[src/rtl/ibex_instr_aligner_if.sv]
// Handshake bundle between the prefetch buffer, the instruction aligner and the IF/ID register.
// The aligner connects through the slave modport; its environment uses the master modport.
interface ibex_instr_aligner_if;
    logic        in_valid_i;
    logic        in_ready_o;
    logic [31:0] in_rdata_i;
    logic [31:0] in_addr_i;
    logic        in_err_i;
    logic        out_valid_o;
    logic        out_ready_i;
    logic [31:0] out_rdata_o;
    logic [31:0] out_addr_o;
    logic        out_is_compressed_o;
    logic        out_err_o;
    logic        out_err_plus2_o;

    modport master (
        output in_valid_i, in_rdata_i, in_addr_i, in_err_i, out_ready_i,
        input  in_ready_o, out_valid_o, out_rdata_o, out_addr_o,
               out_is_compressed_o, out_err_o, out_err_plus2_o
    );

    modport slave (
        input  in_valid_i, in_rdata_i, in_addr_i, in_err_i, out_ready_i,
        output in_ready_o, out_valid_o, out_rdata_o, out_addr_o,
               out_is_compressed_o, out_err_o, out_err_plus2_o
    );
endinterface

[src/rtl/ibex_instr_aligner.sv]
// RV32C instruction aligner: splits/joins 32-bit fetch words into whole 16/32-bit instructions,
// keeping at most one leftover halfword and presenting one registered instruction per cycle.
module ibex_instr_aligner #(
    parameter bit ZeroPadCompressed = 1'b1
) (
    input  logic                 clk_i,
    input  logic                 rst_ni,
    input  logic                 clear_i,
    ibex_instr_aligner_if.slave  bus,
    output logic                 busy_o
);
    logic        hold_v_q, hold_v_d;
    logic [15:0] hold_data_q, hold_data_d;
    logic [31:1] hold_addr_q, hold_addr_d;
    logic        hold_err_q, hold_err_d;

    logic        out_v_q;
    logic [31:0] out_rdata_q, out_rdata_d;
    logic [31:1] out_addr_q, out_addr_d;
    logic        out_c_q, out_c_d;
    logic        out_err_q, out_err_d;
    logic        out_p2_q, out_p2_d;

    logic        advance, go, emit, consume, hold_c;
    logic [15:0] in_lo, in_hi;
    logic [31:1] in_lo_addr, in_hi_addr;
    logic        unused_addr0;

    function automatic logic is_comp(input logic [15:0] hw);
        return hw[1:0] != 2'b11;
    endfunction

    function automatic logic [31:0] comp_word(input logic [15:0] hw);
        return ZeroPadCompressed ? {16'h0000, hw} : {hw, hw};
    endfunction

    assign in_lo        = bus.in_rdata_i[15:0];
    assign in_hi        = bus.in_rdata_i[31:16];
    assign in_lo_addr   = {bus.in_addr_i[31:2], 1'b0};
    assign in_hi_addr   = {bus.in_addr_i[31:2], 1'b1};
    assign unused_addr0 = bus.in_addr_i[0];

    assign advance = ~out_v_q | bus.out_ready_i;
    assign go      = advance & ~clear_i & rst_ni;
    assign hold_c  = is_comp(hold_data_q);

    always_comb begin
        emit        = 1'b0;
        consume     = 1'b0;
        hold_v_d    = hold_v_q;
        hold_data_d = hold_data_q;
        hold_addr_d = hold_addr_q;
        hold_err_d  = hold_err_q;
        out_rdata_d = out_rdata_q;
        out_addr_d  = out_addr_q;
        out_c_d     = out_c_q;
        out_err_d   = out_err_q;
        out_p2_d    = out_p2_q;

        if (go) begin
            if (hold_v_q && hold_c) begin
                // Drain a compressed leftover before touching the input word.
                emit        = 1'b1;
                out_rdata_d = comp_word(hold_data_q);
                out_addr_d  = hold_addr_q;
                out_c_d     = 1'b1;
                out_err_d   = hold_err_q;
                out_p2_d    = 1'b0;
                hold_v_d    = 1'b0;
            end else if (hold_v_q) begin
                if (bus.in_valid_i) begin
                    emit        = 1'b1;
                    consume     = 1'b1;
                    out_rdata_d = {in_lo, hold_data_q};
                    out_addr_d  = hold_addr_q;
                    out_c_d     = 1'b0;
                    out_err_d   = hold_err_q | bus.in_err_i;
                    out_p2_d    = bus.in_err_i & ~hold_err_q;
                    hold_v_d    = 1'b1;
                    hold_data_d = in_hi;
                    hold_addr_d = in_hi_addr;
                    hold_err_d  = bus.in_err_i;
                end
            end else if (bus.in_valid_i) begin
                consume = 1'b1;
                if (!bus.in_addr_i[1]) begin
                    emit       = 1'b1;
                    out_addr_d = in_lo_addr;
                    out_err_d  = bus.in_err_i;
                    out_p2_d   = 1'b0;
                    if (is_comp(in_lo)) begin
                        out_rdata_d = comp_word(in_lo);
                        out_c_d     = 1'b1;
                        hold_v_d    = 1'b1;
                        hold_data_d = in_hi;
                        hold_addr_d = in_hi_addr;
                        hold_err_d  = bus.in_err_i;
                    end else begin
                        out_rdata_d = bus.in_rdata_i;
                        out_c_d     = 1'b0;
                    end
                end else if (is_comp(in_hi)) begin
                    emit        = 1'b1;
                    out_rdata_d = comp_word(in_hi);
                    out_addr_d  = in_hi_addr;
                    out_c_d     = 1'b1;
                    out_err_d   = bus.in_err_i;
                    out_p2_d    = 1'b0;
                end else begin
                    hold_v_d    = 1'b1;
                    hold_data_d = in_hi;
                    hold_addr_d = in_hi_addr;
                    hold_err_d  = bus.in_err_i;
                end
            end
        end
    end

    always_ff @(posedge clk_i) begin
        if (!rst_ni) begin
            hold_v_q    <= 1'b0;
            hold_data_q <= '0;
            hold_addr_q <= '0;
            hold_err_q  <= 1'b0;
            out_v_q     <= 1'b0;
            out_rdata_q <= '0;
            out_addr_q  <= '0;
            out_c_q     <= 1'b0;
            out_err_q   <= 1'b0;
            out_p2_q    <= 1'b0;
        end else if (clear_i) begin
            hold_v_q <= 1'b0;
            out_v_q  <= 1'b0;
        end else begin
            hold_v_q    <= hold_v_d;
            hold_data_q <= hold_data_d;
            hold_addr_q <= hold_addr_d;
            hold_err_q  <= hold_err_d;
            if (emit) begin
                out_v_q     <= 1'b1;
                out_rdata_q <= out_rdata_d;
                out_addr_q  <= out_addr_d;
                out_c_q     <= out_c_d;
                out_err_q   <= out_err_d;
                out_p2_q    <= out_p2_d;
            end else if (bus.out_ready_i) begin
                out_v_q <= 1'b0;
            end
        end
    end

    assign bus.in_ready_o          = consume;
    assign bus.out_valid_o         = out_v_q;
    assign bus.out_rdata_o         = out_rdata_q;
    assign bus.out_addr_o          = {out_addr_q, 1'b0};
    assign bus.out_is_compressed_o = out_c_q;
    assign bus.out_err_o           = out_err_q;
    assign bus.out_err_plus2_o     = out_p2_q;
    assign busy_o                  = hold_v_q | out_v_q;
endmodule

[src/flat_wrapper.sv]
// flat-port wrapper written by rule: the top's interface ports become plain ports
module ibex_instr_aligner_flat 
#(
    parameter bit ZeroPadCompressed = 1'b1
)
  (clk_i, rst_ni, clear_i, busy_o, bus_in_valid_i, bus_in_rdata_i, bus_in_addr_i, bus_in_err_i, bus_out_ready_i, bus_in_ready_o, bus_out_valid_o, bus_out_rdata_o, bus_out_addr_o, bus_out_is_compressed_o, bus_out_err_o, bus_out_err_plus2_o);
  ibex_instr_aligner_if bus_i ();
  input  logic clk_i;
  input  logic rst_ni;
  input  logic clear_i;
  output logic busy_o;
  input wire logic [$bits(bus_i.in_valid_i)-1:0] bus_in_valid_i;
  input wire logic [$bits(bus_i.in_rdata_i)-1:0] bus_in_rdata_i;
  input wire logic [$bits(bus_i.in_addr_i)-1:0] bus_in_addr_i;
  input wire logic [$bits(bus_i.in_err_i)-1:0] bus_in_err_i;
  input wire logic [$bits(bus_i.out_ready_i)-1:0] bus_out_ready_i;
  output wire logic [$bits(bus_i.in_ready_o)-1:0] bus_in_ready_o;
  output wire logic [$bits(bus_i.out_valid_o)-1:0] bus_out_valid_o;
  output wire logic [$bits(bus_i.out_rdata_o)-1:0] bus_out_rdata_o;
  output wire logic [$bits(bus_i.out_addr_o)-1:0] bus_out_addr_o;
  output wire logic [$bits(bus_i.out_is_compressed_o)-1:0] bus_out_is_compressed_o;
  output wire logic [$bits(bus_i.out_err_o)-1:0] bus_out_err_o;
  output wire logic [$bits(bus_i.out_err_plus2_o)-1:0] bus_out_err_plus2_o;
  assign bus_i.in_valid_i = bus_in_valid_i;
  assign bus_i.in_rdata_i = bus_in_rdata_i;
  assign bus_i.in_addr_i = bus_in_addr_i;
  assign bus_i.in_err_i = bus_in_err_i;
  assign bus_i.out_ready_i = bus_out_ready_i;
  assign bus_in_ready_o = bus_i.in_ready_o;
  assign bus_out_valid_o = bus_i.out_valid_o;
  assign bus_out_rdata_o = bus_i.out_rdata_o;
  assign bus_out_addr_o = bus_i.out_addr_o;
  assign bus_out_is_compressed_o = bus_i.out_is_compressed_o;
  assign bus_out_err_o = bus_i.out_err_o;
  assign bus_out_err_plus2_o = bus_i.out_err_plus2_o;
  ibex_instr_aligner #(.ZeroPadCompressed(ZeroPadCompressed)) u_core (.clk_i(clk_i), .rst_ni(rst_ni), .clear_i(clear_i), .bus(bus_i), .busy_o(busy_o));
endmodule
[config.mk]
export PLATFORM = sky130hd
export DESIGN_NAME = ibex_instr_aligner_flat
export DESIGN_NICKNAME = d
export VERILOG_FILES = /design/src/rtl/ibex_instr_aligner_if.sv /design/src/rtl/ibex_instr_aligner.sv /design/src/flat_wrapper.sv
export SDC_FILE = /design/constraint.sdc
export NUM_CORES = 1
export LEC_CHECK = 0
export ABC_AREA = 1
export BUFFER_PORTS_ARGS = -buffer_cell sky130_fd_sc_hd__buf_2
export CORE_UTILIZATION = 57
export DETAILED_ROUTE_END_ITERATION = 10
export PLACE_DENSITY = 0.85
export SYNTH_ARGS = -nofsm -noshare
export SYNTH_HDL_FRONTEND = slang
export SYNTH_SLANG_ARGS = --single-unit
[constraint.sdc]
create_clock -name clk_i -period 2.95 [get_ports clk_i]
set_input_delay 0.59 -clock clk_i [delete_from_list [all_inputs] [get_ports clk_i]]
set_output_delay 0.59 -clock clk_i [all_outputs]
set_load 0.05 [all_outputs]
==> results.yml, run 1 <==
power:
  p_per_area_nw_per_um2: 599.7
  power_frac_seq: 0.409
  power_mw: 4.038
  combPwrFrac: 0.125
  clkPwrFrac: 0.466
  intPower_mw: 2.931
  swShare: 0.2740
  p_sw_mw: 1.106
  ir_worst_vdd_v: 0.0004128
  p_leak_nw: 3.067
synth:
  synth_edf_count: 0
  postSynthAreaPerCell_sq_um: 6.628
  syn_area_sq_um: 5554
  synth-compound-area-share: 0.1645
  synth.distinct_cells: 26
  ys_warn_count: 0
  synth_top_family_by_area: "simple AND/OR/NAND/NOR gates"
  synth-seq-cells: 116
  muxShareOfSynthArea: 0
  synthFlopType: "dfxtp_1"
  synth_adder_area_share: 0
  synthSimpleGateAreaFrac: 0.3057
  syn-instance-count: 838
  synthXorXnorAreaFrac: 0
  synth_seq_area_share: 0.4181
  synthArstFlopShare: 0
  syn_nets: 908
clock_tree:
  cts_root_buf: "clkbuf_8"
  insertion_delay_ns: 0.51
  cts_tree: "done"
  ctsResizeCount: 0
  clk_pin_slew_ns: 0.05
  post_cts_buffers: 0
  cts_made_buffers: 17
  cts_hold_buf: 0
  clockBufferDepth: 2
  cts_sinks: 116
  htree_levels: 4
setup_path:
  start_kind: "flip-flop"
  cp_top_family: "flip-flops"
  cp_num_buf_inv: 1
  max_stage_delay_ns: 0.42
  worstPathArrival_ns: 1.62
  slowest_stage: "dfxtp_4"
  critPathKind: "reg2out"
  cp_cell_sequence: "nand2_2 > nand2_1 > nor2_4 > buf_2"
  cp.required_ns: 2.36
  end_kind: "output pin"
  crit_path_max_fanout: 20
routing:
  drtIter0Drc: 353
  drcViolationCount: 0
  routed_via_density: 5.143
  vias: 5560
  wl_per_cell_um: 12.82
  firstDrtPassIters: 5
  routed_wirelength_mm: 13.86
  postRouteAntennaNets: 0
timing:
  finalSetupViolCount: 0
  worst_pin_slew_ns: 1.167
  finalCriticalPeriod_ns: 2.214
  relSlewSlack: 0.2203
  rsz0062_at_grt: "false"
  holdWs_ns: 0.3568
  clock_skew_ns: 0.009065
  finalSetupTns_ns: 0
  fmax_ghz: 0.4516
  hold_viol_final: 0
  drv_slew: 0
  fin_crit_sh: 0.7506
final_layout:
  nNetsFinal: 1009
  area_delta_synth_final_pct: 21.22
  diodes: 0
  instances_no_fill: 1081
  utilization: 0.7218
  drive_above_1_share: 0.2059
  fillCellCount: 822
place:
  numPortBuffers: 137
  hpwl_mm: 8.426
  dp_cells: 1049
  gp_congestion: 0.8027
floorplanning:
  rows: 35
  pin_count: 140
  die-area_sq_um: 10140
  start_util: 0.5954
  die_h_um: 100.7
  die_w_um: 100.7
  design.core.area_sq_um: 9328
grt:
  grt_pass1_vias: 4880
  grt_util_met1: 0.3583
  antenna_found_initial: 0
  grt.busiest_layer: "met2"
  grt_pass1_wl_mm: 22.89
  met2_usage: 0.4679
  grt-ovfl-total: 0
  track_usage: 0.2872
  grt_max_degree: 112
  gr-usage-met3: 0.08183
hold_path:
  hold_class: "in2reg"
job:
  maxCapViolCount: 0
run_status:
  status: "complete, no violations"
layer usage:
| layer | part of all wire | wire length (um) |
|---|---|---|
| met1 | 0.44 | 6073 |
| met2 | 0.48 | 6650 |
| met3 | 0.066 | 918 |
| met4 | 0.016 | 217 |
| met5 | 0 | 0 |
power groups by stage:
stage / clock network, mW / registers, mW / logic, mW
after floorplan: 0 / 1.77 / 0.277
after global placement: 0 / 1.68 / 0.495
after detailed placement: 0 / 1.68 / 0.499
after CTS: 1.91 / 1.65 / 0.504
after global routing: 1.99 / 1.66 / 0.558
final: 1.88 / 1.65 / 0.505
worst paths after layout:
kind	slack [ns]	start	cells after the start	end
hold / removal	0.36	bus_in_valid_i	3	u_core.hold_v_q
hold reg to reg	0.45	u_core.hold_addr_q[1]	2	u_core.hold_addr_q[1]
setup / recovery	0.74	u_core.hold_v_q	4	bus_in_ready_o
setup reg to reg	0.83	u_core.hold_v_q	6	u_core.out_addr_q[16]
kinds of logic (layout without fill, tap and decap cells):
family                 count (synthesis)  after routing
AOI/OAI and AO/OA                    181            181
other                                  1              1
and+or+nand+nor                      411            411
DFF                                  116            116
buffers and inverters                129            243
worst register-to-register path, cell delays in order, from the launching register on:
cell,delay (ns)
dfxtp_4,0.50
nand2_2,0.15
nand2_2,0.10
nand2_2,0.08
nor2_4,0.87
nand2_1,0.11
a21oi_1,0.23
cell usage in the layout (no fill, tap or decap):
| cell | netlist | layout |
|---|---|---|
| buf_2 | 19 | 137 |
| inv_1 | 60 | 60 |
| conb_1 | 1 | 1 |
| dfxtp_1 | 116 | 115 |
| o21ai_0 | 62 | 62 |
| a21oi_1 | 114 | 114 |
| clkbuf_8 | 0 | 3 |
| nand2_4 | 1 | 2 |
| bufinv_16 | 0 | 1 |
| nor3_1 | 1 | 1 |
| a21oi_2 | 1 | 1 |
| clkinv_2 | 0 | 3 |
| buf_4 | 23 | 6 |
| nor2_1 | 55 | 55 |
| clkinv_4 | 0 | 2 |
| dfxtp_4 | 0 | 1 |
| o22ai_1 | 1 | 1 |
| inv_2 | 3 | 3 |
| nor2_4 | 2 | 3 |
| clkinvlp_4 | 0 | 6 |
| or2_2 | 1 | 1 |
| nor2_2 | 2 | 1 |
| nand2_2 | 4 | 3 |
| clkbuf_16 | 0 | 16 |
| nand3_1 | 79 | 79 |
| o21ai_1 | 2 | 2 |
| nand3_2 | 2 | 2 |
| clkbuf_1 | 19 | 1 |
| buf_12 | 0 | 5 |
| o21bai_1 | 1 | 1 |
| nand2_1 | 263 | 263 |
| nand4_1 | 1 | 1 |
synth_stat cells, types with 4 or more instances:
library cell	instances	area [sq um]
a21oi_1	114	570.6
buf_4	23	172.7
o21ai_0	62	310.3
clkbuf_1	19	71.32
dfxtp_1	116	2322
nand2_1	263	987.2
nand2_2	4	25.02
nor2_1	55	206.5
inv_1	60	225.2
nand3_1	79	395.4
buf_2	19	95.09
area by class of cell:
cell class	instances	area, sq um	share of cell area
Timing Repair Buffer	148	830.8	0.1234
Tap cell	129	161.4	0.02397
Clock buffer	20	445.4	0.06616
Multi-Input combinational cell	593	2625	0.3899
Clock inverter	12	107.6	0.01598
Sequential cell	116	2326	0.3455
Inverter	63	236.5	0.03512
state kept, by name, summed over array words and instances, names as in the netlist:
name / flops
u_core.bus.out_err_o: 1
u_core.bus.out_err_plus2_o: 1
u_core.bus.out_is_compressed_o: 1
u_core.bus.out_rdata_o: 32
u_core.bus.out_valid_o: 1
u_core.hold_addr_q: 31
u_core.hold_data_q: 16
u_core.hold_err_q: 1
u_core.hold_v_q: 1
u_core.out_addr_q: 31
stage by stage:
step | worst slack, ns | area, sq um
2_1_floorplan | 1.005 | 5554
3_3_place_gp | 0.6738 | 6180
3_5_place_dp | 0.6169 | 6180
4_1_cts | 0.6989 | 6733
5_1_grt | 0.5672 | 6733
6_report | 0.7358 | 6733
Note: power is estimated with default switching activity, not from simulation.
==> inputs of run 2 (changes only) <==
CORE_UTILIZATION = 53   (was 57)
PLACE_DENSITY = 0.8   (was 0.85)
clock period = 2.2 ns   (was 2.95 ns; I/O delays follow)
==> run 2 against run 1 <==
Cell area rose by 1.7%. Cell count is 1.4% higher. Global-route usage down 1.2 points. First-iteration DRC count rose by 3.4%. Clock power rose by 55%. Sequential cell count stayed put. Combinational power rose by 34%. Register-to-register slack lost 0.30 ns. Largest cell class unchanged. Largest power group unchanged. Utilization down 5.2 points. Total power increased by 44%.
==> results.yml, run 2 (synthesis gave the netlist of run 1 again) <==
clock_tree:
  cts_root_buf: "clkbuf_8"
  cts_tree: "done"
  cts_sinks: 116
  insertion_delay_ns: 0.52
  htree_levels: 4
  cts_hold_buf: 0
  ctsResizeCount: 0
  post_cts_buffers: 0
  cts_made_buffers: 17
  clockBufferDepth: 2
  clk_pin_slew_ns: 0.05
floorplanning:
  die-area_sq_um: 10890
  pin_count: 140
  design.core.area_sq_um: 10230
  die_h_um: 104.4
  die_w_um: 104.4
  rows: 37
  start_util: 0.5429
grt:
  met2_usage: 0.4380
  grt_pass1_wl_mm: 23.98
  track_usage: 0.2755
  grt_pass1_vias: 5011
  grt-ovfl-total: 0
  grt_util_met1: 0.3553
  grt.busiest_layer: "met2"
  gr-usage-met3: 0.06767
  antenna_found_initial: 0
  grt_max_degree: 68
hold_path:
  hold_class: "in2reg"
  min_from: "bus_in_valid_i"
place:
  numPortBuffers: 137
  hpwl_mm: 8.913
  gp_congestion: 0.8080
timing:
  finalCriticalPeriod_ns: 2.107
  fin_crit_sh: 0.9578
  worst_pin_slew_ns: 0.6707
  holdWs_ns: 0.2052
  clock_skew_ns: 0.01169
  finalSetupViolCount: 0
  relSlewSlack: 0.5529
  finalSetupTns_ns: 0
  hold_viol_final: 0
  drv_slew: 0
  fmax_ghz: 0.4746
  rsz0062_at_grt: "false"
final_layout:
  drive_above_1_share: 0.2125
  final_common_cell: "nand2_1"
  largest_reg_flops: 32
  area_delta_synth_final_pct: 23.29
  final_cell_mix: "nand2_1, buf_2, dfxtp_1"
  diodes: 0
  nNetsFinal: 1017
  fillCellCount: 894
setup_path:
  start_kind: "flip-flop"
  worstPathArrival_ns: 1.67
  crit_top_cell: "nand2_1"
  end_kind: "output pin"
  cp_cell_sequence: "nand2_1 > nand2_2 > nand2_1 > nor2_4 > clkbuf_4"
  max_stage_delay_ns: 0.36
  cp.required_ns: 1.76
  crit_start: "u_core.hold_data_q[0]"
  critPathKind: "reg2out"
  rr_startpoint: "u_core.hold_v_q"
  crit_path_max_fanout: 5
  slowest_stage: "dfxtp_1"
routing:
  routed_via_density: 5.214
  routed_wirelength_mm: 14.47
  wl_per_cell_um: 13.20
  drcViolationCount: 0
  vias: 5714
  drtIter0Drc: 365
  firstDrtPassIters: 9
  postRouteAntennaNets: 0
job:
  maxCapViolCount: 0
power:
  p_leak_nw: 3.142
  ir_worst_vdd_v: 0.0004666
  p_per_area_nw_per_um2: 849.1
run_status:
  status: "complete, no violations"
## run 2: layout make-up
class	instances	area, sq um	area share
inverters	63	236.5	0.03453
clock buffers	21	459.2	0.06706
repair buffers	156	855.8	0.1250
clock inverters	11	175.2	0.02558
multi-input cells	593	2625	0.3833
flip-flops and latches	116	2326	0.3397
well taps	136	170.2	0.02485
## run 2: path summary, 6_finish.rpt
kind,endpoint,slack (ns),cells after the start
setup reg to reg,u_core.bus.out_rdata_o[0],0.53,7
hold reg to reg,u_core.hold_addr_q[1],0.45,2
hold / removal,u_core.hold_v_q,0.21,3
setup / recovery,bus_in_ready_o,0.09,5
## run 2: metal layers
| layer | vias to the layer above | part of all wire |
|---|---|---|
| met5 | - | 0 |
| met4 | 0 | 0.014 |
| met3 | 19 | 0.076 |
| met2 | 238 | 0.48 |
| met1 | 2564 | 0.43 |
| li1 | 2893 | - |
## run 2: report_power, final
group          switching, mW  internal (mW)  total (mW)
registers             0.0376           2.17        2.21
clock network          0.989           1.93        2.92
logic                  0.476          0.203       0.679
total                   1.50           4.31        5.81
## run 2: per-stage QoR
step / area, sq um / power (mW) / setup slack [ns] / instances / util
global placement: 6211 / 2.917 / 0.3128 / 1064 / 0.6071
floorplan: 5554 / 2.751 / 0.4372 / 838 / -
CTS: 6845 / 5.842 / 0.05545 / 1096 / 0.6691
detailed placement: 6211 / 2.927 / 0.3070 / 1064 / 0.6071
global route: 6848 / 6.032 / 0.02194 / 1096 / 0.6693
finish: 6848 / 5.814 / 0.09288 / 1096 / 0.6693
## run 2: worst max-delay path, delay by kind of cell (launching register included)
kind / cells / cell delay [ns]
buf+inv: 1 / 0.28
flops: 1 / 0.36
simple gates: 4 / 0.50
